## src/rtl/xor_stream_cipher.sv

```systemverilog
// rtl/xor_stream_cipher.sv - streaming XOR cipher with a reusable programmable-length key buffer
module xor_stream_cipher #(
  parameter int DATA_W    = 8,
  parameter int KEY_DEPTH = 64,
  parameter int LEN_W     = $clog2(KEY_DEPTH + 1),
  parameter int CNT_W     = 16
) (
  input  logic              iClk,
  input  logic              iRst,
  input  logic              iStart,
  input  logic              iReuse_key,
  input  logic [LEN_W-1:0]  iKey_len,
  input  logic              iKey_valid,
  input  logic [DATA_W-1:0] iKey_data,
  output logic              oKey_ready,
  input  logic              iMsg_valid,
  input  logic [DATA_W-1:0] iMsg_data,
  input  logic              iMsg_last,
  output logic              oMsg_ready,
  output logic              oOut_valid,
  output logic [DATA_W-1:0] oOut_data,
  output logic              oOut_last,
  input  logic              iOut_ready,
  output logic              oBusy,
  output logic              oDone,
  output logic              oErr,
  output logic [CNT_W-1:0]  oCount
);

  localparam int IDX_W = (KEY_DEPTH > 1) ? $clog2(KEY_DEPTH) : 1;

  typedef enum logic [1:0] {
    IDLE     = 2'd0,
    LOAD_KEY = 2'd1,
    STREAM   = 2'd2,
    DRAIN    = 2'd3
  } state_t;

  state_t             state_q, state_d;
  logic [LEN_W-1:0]   key_len_q, key_len_d;
  logic [IDX_W-1:0]   wr_ptr_q, wr_ptr_d;
  logic [IDX_W-1:0]   key_idx_q, key_idx_d;
  logic               key_loaded_q, key_loaded_d;
  logic               out_valid_q, out_valid_d;
  logic [DATA_W-1:0]  out_data_q, out_data_d;
  logic               out_last_q, out_last_d;
  logic               done_q, done_d;
  logic               err_q, err_d;
  logic [CNT_W-1:0]   count_q, count_d;

  logic [DATA_W-1:0]  key_mem [KEY_DEPTH];
  logic               key_we;
  logic [DATA_W-1:0]  key_rd;
  logic               msg_ready;
  logic               start_bad;

  // Next-state, datapath and handshake decode for the four-state message FSM
  always_comb begin
    state_d      = state_q;
    key_len_d    = key_len_q;
    wr_ptr_d     = wr_ptr_q;
    key_idx_d    = key_idx_q;
    key_loaded_d = key_loaded_q;
    out_valid_d  = out_valid_q;
    out_data_d   = out_data_q;
    out_last_d   = out_last_q;
    count_d      = count_q;
    done_d       = 1'b0;
    err_d        = 1'b0;
    key_we       = 1'b0;
    msg_ready    = 1'b0;
    key_rd       = key_mem[key_idx_q];
    start_bad    = (iKey_len == '0) || (iKey_len > LEN_W'(KEY_DEPTH)) ||
                   (iReuse_key && !key_loaded_q);

    case (state_q)
      IDLE: begin
        if (iStart) begin
          if (start_bad) begin
            err_d = 1'b1;
          end else begin
            count_d   = '0;
            key_idx_d = '0;
            if (iReuse_key) begin
              state_d = STREAM;
            end else begin
              key_len_d    = iKey_len;
              wr_ptr_d     = '0;
              key_loaded_d = 1'b0;
              state_d      = LOAD_KEY;
            end
          end
        end
      end

      LOAD_KEY: begin
        if (iKey_valid) begin
          key_we   = 1'b1;
          wr_ptr_d = wr_ptr_q + IDX_W'(1);
          if (LEN_W'(wr_ptr_q) == key_len_q - LEN_W'(1)) begin
            key_loaded_d = 1'b1;
            state_d      = STREAM;
          end
        end
      end

      STREAM: begin
        // One output register stage: a new symbol may enter whenever the slot frees this cycle
        msg_ready = !out_valid_q || iOut_ready;
        if (iMsg_valid && msg_ready) begin
          out_data_d  = iMsg_data ^ key_rd;
          out_last_d  = iMsg_last;
          out_valid_d = 1'b1;
          if (count_q != {CNT_W{1'b1}}) begin
            count_d = count_q + CNT_W'(1);
          end
          if (LEN_W'(key_idx_q) == key_len_q - LEN_W'(1)) begin
            key_idx_d = '0;
          end else begin
            key_idx_d = key_idx_q + IDX_W'(1);
          end
          if (iMsg_last) begin
            state_d = DRAIN;
          end
        end else if (iOut_ready) begin
          out_valid_d = 1'b0;
        end
      end

      DRAIN: begin
        if (out_valid_q && iOut_ready) begin
          out_valid_d = 1'b0;
          done_d      = 1'b1;
          state_d     = IDLE;
        end
      end

      default: state_d = IDLE;
    endcase
  end

  // Control and output registers; reset aborts any message and forgets the key
  always_ff @(posedge iClk or negedge iRst) begin
    if (!iRst) begin
      state_q      <= IDLE;
      key_len_q    <= '0;
      wr_ptr_q     <= '0;
      key_idx_q    <= '0;
      key_loaded_q <= 1'b0;
      out_valid_q  <= 1'b0;
      out_data_q   <= '0;
      out_last_q   <= 1'b0;
      done_q       <= 1'b0;
      err_q        <= 1'b0;
      count_q      <= '0;
    end else begin
      state_q      <= state_d;
      key_len_q    <= key_len_d;
      wr_ptr_q     <= wr_ptr_d;
      key_idx_q    <= key_idx_d;
      key_loaded_q <= key_loaded_d;
      out_valid_q  <= out_valid_d;
      out_data_q   <= out_data_d;
      out_last_q   <= out_last_d;
      done_q       <= done_d;
      err_q        <= err_d;
      count_q      <= count_d;
    end
  end

  // Key buffer write port; contents are meaningless until a load completes
  always_ff @(posedge iClk) begin
    if (key_we) begin
      key_mem[wr_ptr_q] <= iKey_data;
    end
  end

  assign oKey_ready = (state_q == LOAD_KEY);
  assign oMsg_ready = msg_ready;
  assign oOut_valid = out_valid_q;
  assign oOut_data  = out_data_q;
  assign oOut_last  = out_last_q;
  assign oBusy      = (state_q != IDLE);
  assign oDone      = done_q;
  assign oErr       = err_q;
  assign oCount     = count_q;

endmodule

```

## config.mk

```make
export PLATFORM = sky130hd
export DESIGN_NAME = xor_stream_cipher
export DESIGN_NICKNAME = d
export VERILOG_FILES = /design/src/rtl/xor_stream_cipher.sv
export SDC_FILE = /design/constraint.sdc
export NUM_CORES = 1
export LEC_CHECK = 0
export CORE_MARGIN = 8
export CORE_UTILIZATION = 64
export CTS_BUF_LIST = sky130_fd_sc_hd__clkbuf_2
export DETAILED_ROUTE_END_ITERATION = 16
export MAX_ROUTING_LAYER = met4
export PLACE_DENSITY_LB_ADDON = 0.05
export SYNTH_ARGS = -nofsm -noshare
export SYNTH_HDL_FRONTEND = slang
export SYNTH_SLANG_ARGS = --single-unit
```

## constraint.sdc

```tcl
create_clock -name iClk -period 3 [get_ports iClk]
set_clock_uncertainty 0.05 [all_clocks]
set_input_delay 0.3 -clock iClk [delete_from_list [all_inputs] [get_ports iClk]]
set_output_delay 0.3 -clock iClk [all_outputs]
set_load 0.01 [all_outputs]
```

==> impl_metrics.csv <==
group,metric,value,unit
run_status,outcome,"finished, final reports clean",
place,placement.io_buffers,61,
logic_synthesis,yosysSeqAreaShare,0.7243,
logic_synthesis,synth.ff_latch_count,562,
logic_synthesis,post_synth_instance_area,22950,µm²
worst_setup_path,critical_path_endpoint_category,"flip-flop",
floorplan,die_x,205.4,µm
worst_hold_path,holdCritPathClass,"input pin to flip-flop",
worst_setup_path,worst_path_max_delay_cell,"sky130_fd_sc_hd__dfrtp_1",
worst_setup_path,critical-path-top-delay-family,"flip-flops",
drt,total_vias_in_the_final_route,13020,
floorplan,floorplan.die_area,42180,µm²
cells_and_area,fillCellCount,2233,
pwr,total_switching_power,0.003098,W
drt,wl_met2,25130,µm
pwr,cell_internal_pwr,0.01089,W
worst_setup_path,critical_path_required,3870,ps
pwr,seq_power_share,0.610,
timing,timing_hold_violations_final,0,
logic_synthesis,synth.avg_cell_area,17.95,µm²
worst_setup_path,critical_path_cell_count,6,
worst_hold_path,worst_hold_path.num_cells,2,
cells_and_area,fin_nets,1591,
logic_synthesis,yosysWarningCount,0,
place,dpl.hpwl,33560,µm
worst_setup_path,worst-path-max-fanout,13,
cells_and_area,layout_common_cells,"sky130_fd_sc_hd__edfxtp_1, sky130_fd_sc_hd__clkbuf_2, sky130_fd_sc_hd__mux4_2",
timing,slew_viol_final,0,
timing,whs,231.8,ps
worst_setup_path,timing.critical_path.from_type,"flip-flop",
pwr,peakVddDrop,421.2,µV
pwr,power_per_cell_area,530.0,nW/µm²
timing,setup_viol,0,
clocking,worst_setup_hold_path_clk_slew,100,ps
clocking,cts_buffer_depth,3,
drt,routedWlPerCell,24.82,µm
floorplan,top_level_ports,62,
worst_setup_path,cp.buffers_inverters,0,
floorplan,floorplan.core_area,35480,µm²
cells_and_area,post_synthesis_to_final_layout_area_growth,14.97,%
drt,routed_wirelength,52650,µm
pwr,comb_power_share,0.017,
global_route,grt.overflow.total,0,
global_route,largest_net_degree_at_the_start_of_global_routing,65,
place,gp_routability_congestion,0.9075,
floorplan,die_height,205.4,µm
cells_and_area,final_common_cell,"sky130_fd_sc_hd__edfxtp_1",
clocking,cts_setup_buffers,0,
clocking,cts_tree,"yes",
logic_synthesis,syn-instance-count,1279,
timing,final.min_clock_period,2860,ps
drt,dr.first_iter.drc_count,1410,
drt,met3RoutedLength,4871,µm
timing,rsz_0062_raised_after_global_routing,"no",
pwr,static-leakage-power,9.101,nW
global_route,global_route.usage.total,0.2651,
timing,totalNegativeSetupSlack,0,ps
pwr,power_switching_share,0.2215,
timing,period_share,0.9532,
logic_synthesis,yosysUniqueCellTypes,63,
drt,drt.antenna.violating_nets,0,
logic_synthesis,synth_fp_nets,1318,
worst_setup_path,critPathMaxStageDelay,890,ps
global_route,number_of_antenna_violations_at_the_first_check_in_global_routing,2,
drt,viasPerCell,6.139,
clocking,cts.sink_count,562,
drt,drc,0,
drt,met1Wirelength,21060,µm
drt,drtPass1Iterations,7,
cells_and_area,drive_gt1_frac,0.3088,
worst_setup_path,critPathArrivalTime,3730,ps
clocking,worst_skew_pair.late_latency,1040,ps
worst_setup_path,criticalPathCategory,"flip-flop to flip-flop",
pwr,power_frac_clock,0.373,
timing,max_slew_margin,0.3453,
clocking,cts_buffers,139,
worst_setup_path,worst_r2r_path_depth,6,
clocking,clock-root-buffer,"sky130_fd_sc_hd__clkbuf_2",
drt,highest_layer,"met4",
logic_synthesis,postSynth.asyncResetShare,0.08897,
timing,fmax,349.7,MHz
logic_synthesis,synth-main-ff-cell,"sky130_fd_sc_hd__edfxtp_1",
clocking,number_of_levels_the_h_tree_was_split_into,4,
global_route,via_count_of_the_first_global_routing_pass,13190,
floorplan,initial_util,0.6469,
global_route,grt_first_pass_wirelength,79890,µm
worst_setup_path,worstPathCellList,"nor3b_1 -> a22o_1 -> a221o_1 -> o32ai_1 -> xor2_1 -> o21ai_1",
run,cap_viol_max_count,0,
logic_synthesis,synth_edf_count,512,
timing,timing_worst_slew_pin_value,979.9,ps
floorplan,num_rows,69,
[synth_stat cells, types with 5 or more instances]
cell | n | area, µm²
sky130_fd_sc_hd__clkbuf_1 | 38 | 142.6
sky130_fd_sc_hd__or3_1 | 6 | 37.54
sky130_fd_sc_hd__ha_1 | 8 | 100.1
sky130_fd_sc_hd__buf_2 | 16 | 80.08
sky130_fd_sc_hd__o31ai_1 | 8 | 60.06
sky130_fd_sc_hd__nand3_1 | 25 | 125.1
sky130_fd_sc_hd__o32ai_1 | 7 | 61.31
sky130_fd_sc_hd__and2_1 | 6 | 37.54
sky130_fd_sc_hd__mux2_2 | 44 | 495.5
sky130_fd_sc_hd__nand2b_1 | 13 | 81.33
sky130_fd_sc_hd__a211oi_1 | 9 | 67.56
sky130_fd_sc_hd__o221ai_1 | 8 | 70.07
sky130_fd_sc_hd__a21oi_1 | 10 | 50.05
sky130_fd_sc_hd__o22ai_1 | 25 | 156.4
sky130_fd_sc_hd__mux4_2 | 102 | 2297
sky130_fd_sc_hd__nor3_1 | 7 | 35.03
sky130_fd_sc_hd__o21ai_1 | 8 | 40.04
sky130_fd_sc_hd__or2_2 | 5 | 31.28
sky130_fd_sc_hd__edfxtp_1 | 512 | 15370
sky130_fd_sc_hd__dfrtp_1 | 50 | 1251
sky130_fd_sc_hd__xor2_1 | 18 | 157.7
sky130_fd_sc_hd__mux2i_1 | 32 | 320.3
sky130_fd_sc_hd__and3_1 | 9 | 56.30
sky130_fd_sc_hd__nor2_1 | 87 | 326.6
sky130_fd_sc_hd__nand2_1 | 59 | 221.5
sky130_fd_sc_hd__nand4_1 | 9 | 56.30
sky130_fd_sc_hd__a22o_1 | 14 | 122.6
sky130_fd_sc_hd__a221o_1 | 7 | 70.07
sky130_fd_sc_hd__inv_1 | 14 | 52.55
sky130_fd_sc_hd__buf_4 | 9 | 67.56
sky130_fd_sc_hd__nor2b_1 | 14 | 87.58
sky130_fd_sc_hd__nor4_1 | 5 | 31.28
sky130_fd_sc_hd__o21ai_0 | 32 | 160.2
sky130_fd_sc_hd__xnor2_1 | 10 | 87.58
[power groups by stage]
stage / clock [W] / sequential, W / combinational [W]
after global placement: 0 / 0.00871 / 0.000195
final: 0.00522 / 0.00853 / 0.000237
after global routing: 0.00577 / 0.00853 / 0.000253
after floorplan: 0 / 0.00871 / 0.0000123
after detailed placement: 0 / 0.00871 / 0.000204
after CTS: 0.00536 / 0.00853 / 0.000237
[worst reg2reg max path, stage by stage, from the launching register on]
cell and delay [ps]:
sky130_fd_sc_hd__dfrtp_1 890, sky130_fd_sc_hd__nor3b_1 880, sky130_fd_sc_hd__a22o_1 310, sky130_fd_sc_hd__a221o_1 210, sky130_fd_sc_hd__o32ai_1 130, sky130_fd_sc_hd__xor2_1 160, sky130_fd_sc_hd__o21ai_1 130
[cell type report]
type                            count  area (µm²)  share of cell area
Sequential cell                   562       16630              0.6303
Multi-Input combinational cell    630        5932              0.2248
Timing Repair Buffer              203        1847             0.06998
Clock buffer                      209        1046             0.03964
Tap cell                          461       576.8             0.02186
Clock inverter                     38       290.3             0.01100
Inverter                           16       60.06            0.002276
Antenna cell                        2       5.005           0.0001896
[kinds of logic (layout without fill, tap and decap cells)]
group | after synthesis | in the layout | synth area share
buf+inv | 87 | 466 | 0.01788
fa+ha+maj | 8 | 8 | 0.004361
mux | 178 | 178 | 0.1356
flops | 562 | 562 | 0.7243
simple gates | 260 | 260 | 0.05549
other cells | 0 | 2 | 0
xor+xnor | 32 | 32 | 0.01461
compound gates | 152 | 152 | 0.04770
[sequential cells by signal (all words and copies together) (netlist names)]
register,count
key_idx_q,6
key_len_q,7
key_loaded_q,1
key_mem,512
oCount,16
oDone,1
oErr,1
oOut_data,8
oOut_last,1
oOut_valid,1
state_q,2
wr_ptr_q,6
[per-stage QoR]
stage	cells	utilization	setup WS (ps)	instance area (µm²)	total power, W
floorplan	1279	-	559.5	22950	0.008720
CTS	2119	0.7436	64.76	26390	0.01412
finish	2121	0.7438	140.3	26390	0.01399
global placement	1840	0.6966	99.72	24720	0.008900
detailed placement	1840	0.6966	50.59	24720	0.008909
global route	2121	0.7438	0.5738	26390	0.01456
[path summary, 6_finish.rpt]
kind / startpoint / end / slack (ps)
max in group asynchronous: iRst / key_idx_q[1]$_DFFE_PN0P_ / 1190
min: iKey_data[0] / key_mem[21][0]$_DFFE_PP_ / 230
min in group asynchronous: iRst / oOut_data[7]$_DFFE_PN0P_ / 360
max reg2reg: key_idx_q[4]$_DFFE_PN0P_ / oOut_data[3]$_DFFE_PN0P_ / 140
min reg2reg: key_loaded_q$_DFFE_PN0P_ / key_loaded_q$_DFFE_PN0P_ / 480
max: key_idx_q[4]$_DFFE_PN0P_ / oOut_data[3]$_DFFE_PN0P_ / 140
[routing by layer]
metal,up-vias,global-route usage
li1,5787,-
met1,6510,0.3552
met2,608,0.3940
met3,115,0.06297
met4,0,0.1065
met5,-,-
[repair_timing]
item	in CTS	in global routing
hold buffers	32	0
gates resized for setup	6	0
hold endpoints to repair	533	0
endpoints found under the setup margin	2	0
(Power assumes the default switching activity.)
==> patch, RTL diff (same settings) <==
Register the output `oCount` once more, without a reset; this adds one clock of latency there. The other outputs are not delayed to match.
--- a/src/rtl/xor_stream_cipher.sv
+++ b/src/rtl/xor_stream_cipher.sv
@@ -183,7 +183,9 @@
   assign oBusy      = (state_q != IDLE);
   assign oDone      = done_q;
   assign oErr       = err_q;
-  assign oCount     = count_q;
+  always_ff @(posedge iClk) begin
+    oCount <= count_q;
+  end
 
 endmodule
 
Formal check against the unedited RTL: not equivalent (Yosys sat finds a counterexample within 4 cycles, from zero or initial values and one cycle with iRst low).
==> patch against the unedited design <==
Sequential cell count is 16 higher. Design area up 2.4%. Via count increased by 5.1%. Worst setup slack improved by 0.035 ns. Count of clock-buffer cells in the layout increased by 2. Sequential share of layout area fell by 0.26 points. Wire length grew 4.0%. Area after synthesis up 2.4%.
Power is not compared: it rests on default switching activity, and its combinational part moved more than twofold at a synthesized area within 25%.
==> patch: results (changes against the unedited design) <==
crit-path max FO 11 (-2); hold path cells 4 (+2); initial antenna violation count 1 (-1); layout cells sized above 1 28.7% (-2.2 points); status finished clean; average cell area after synthesis 17.6 um2 (-1.8%); Inst Count DP 1930 (+4.9%); TritonRoute pass-1 iters 6 (-1); first-pass GRT wire length 83500 um (+4.5%); dpl cell area 0.0254 mm2 (+2.8%); Non-Filler Instances 2211 (+4.2%); Async SR Flop Fraction 8.65% (-0.25 points); launch point of the worst reg-to-reg path key_idx_q[0]; Layout Nets 1676 (+5.3%); number of global-route vias before repair 13800 (+5.0%); GR Util All Layers 26.3% (-0.18 points); clock transition at the registers of the reported paths 0.12 ns (+0.02 ns); Inserted Clock Buffers 140 (+0.72%); slew at the pin closest to its max-slew limit 1.30 ns (+0.319 ns); register area 0.0170 mm2 (+1.9%); Worst Path Arrival 2.48 ns (-1.25 ns); DR WL/cell 24.8 um (-0.27%); synth top area cells edfxtp_1 (65%), mux4_2 (9.0%), dfrtp_1 (5.3%); critical path's largest stage delay 0.49 ns (-0.40 ns); Worst Setup SP state_q[0]
[patch: changes by cell type after synthesis, moves of 12 or more]
cell,change
dfxtp_1,+16
clkbuf_1,-16
a22oi_1,+13
o311a_1,+12
mux2i_1,+39
o22ai_1,-21
nor2_1,+14
and2_1,+16
mux2_2,-29
nand4_1,+13
[patch: final cells by class]
type,count,share of cell area [%]
flip-flops and latches,578,62.8
multi-input cells,668,22.6
repair buffers,234,7.65
clock buffers,211,3.91
well taps,468,2.17
clock inverters,36,0.704
inverters,15,0.208
diodes,1,0.00926
[patch: cells by family after synthesis]
family | share of synthesized area [%]
DFF | 72.1
and+or+nand+nor | 6.65
muxes | 12.8
AOI/OAI and AO/OA | 4.57
buffers and inverters | 2.05
xor gates and xnor gates | 1.43
adders and majority gates | 0.426
[patch: worst paths after layout]
kind	endpoint	slack, ns
min in group asynchronous	oOut_data[7]	0.36
setup reg to reg	oOut_data[7]	0.20
setup / recovery	oKey_ready	0.17
hold reg to reg	oCount[13]	0.39
max in group asynchronous	key_idx_q[4]	2.28
hold / removal	state_q[0]	0.21
[patch: what timing repair did]
action	4_1_cts	5_1_grt
gates cloned	0	0
buffers inserted	2	0
hold buffers	31	0
endpoints found under the setup margin	2	1
resized for setup	4	1
endpoints found under the hold margin	412	0
[patch: worst min-delay path: stages]
cell and delay, ns:
clkdlybuf4s50_1 0.57, nand4_1 0.19, a21oi_2 0.09, mux2i_1 0.11
[patch: power by group]
group	switching [mW]	total (mW)	internal (mW)
Combinational	2.17	4.24	2.07
Clock	2.96	4.99	2.03
Sequential	0.314	9.31	9.00
[patch: layer usage]
layer,track usage (%),wire length [um]
met4,9.40,1690
met1,35.1,22200
met2,40.0,25900
met5,-,0
met3,6.02,4960
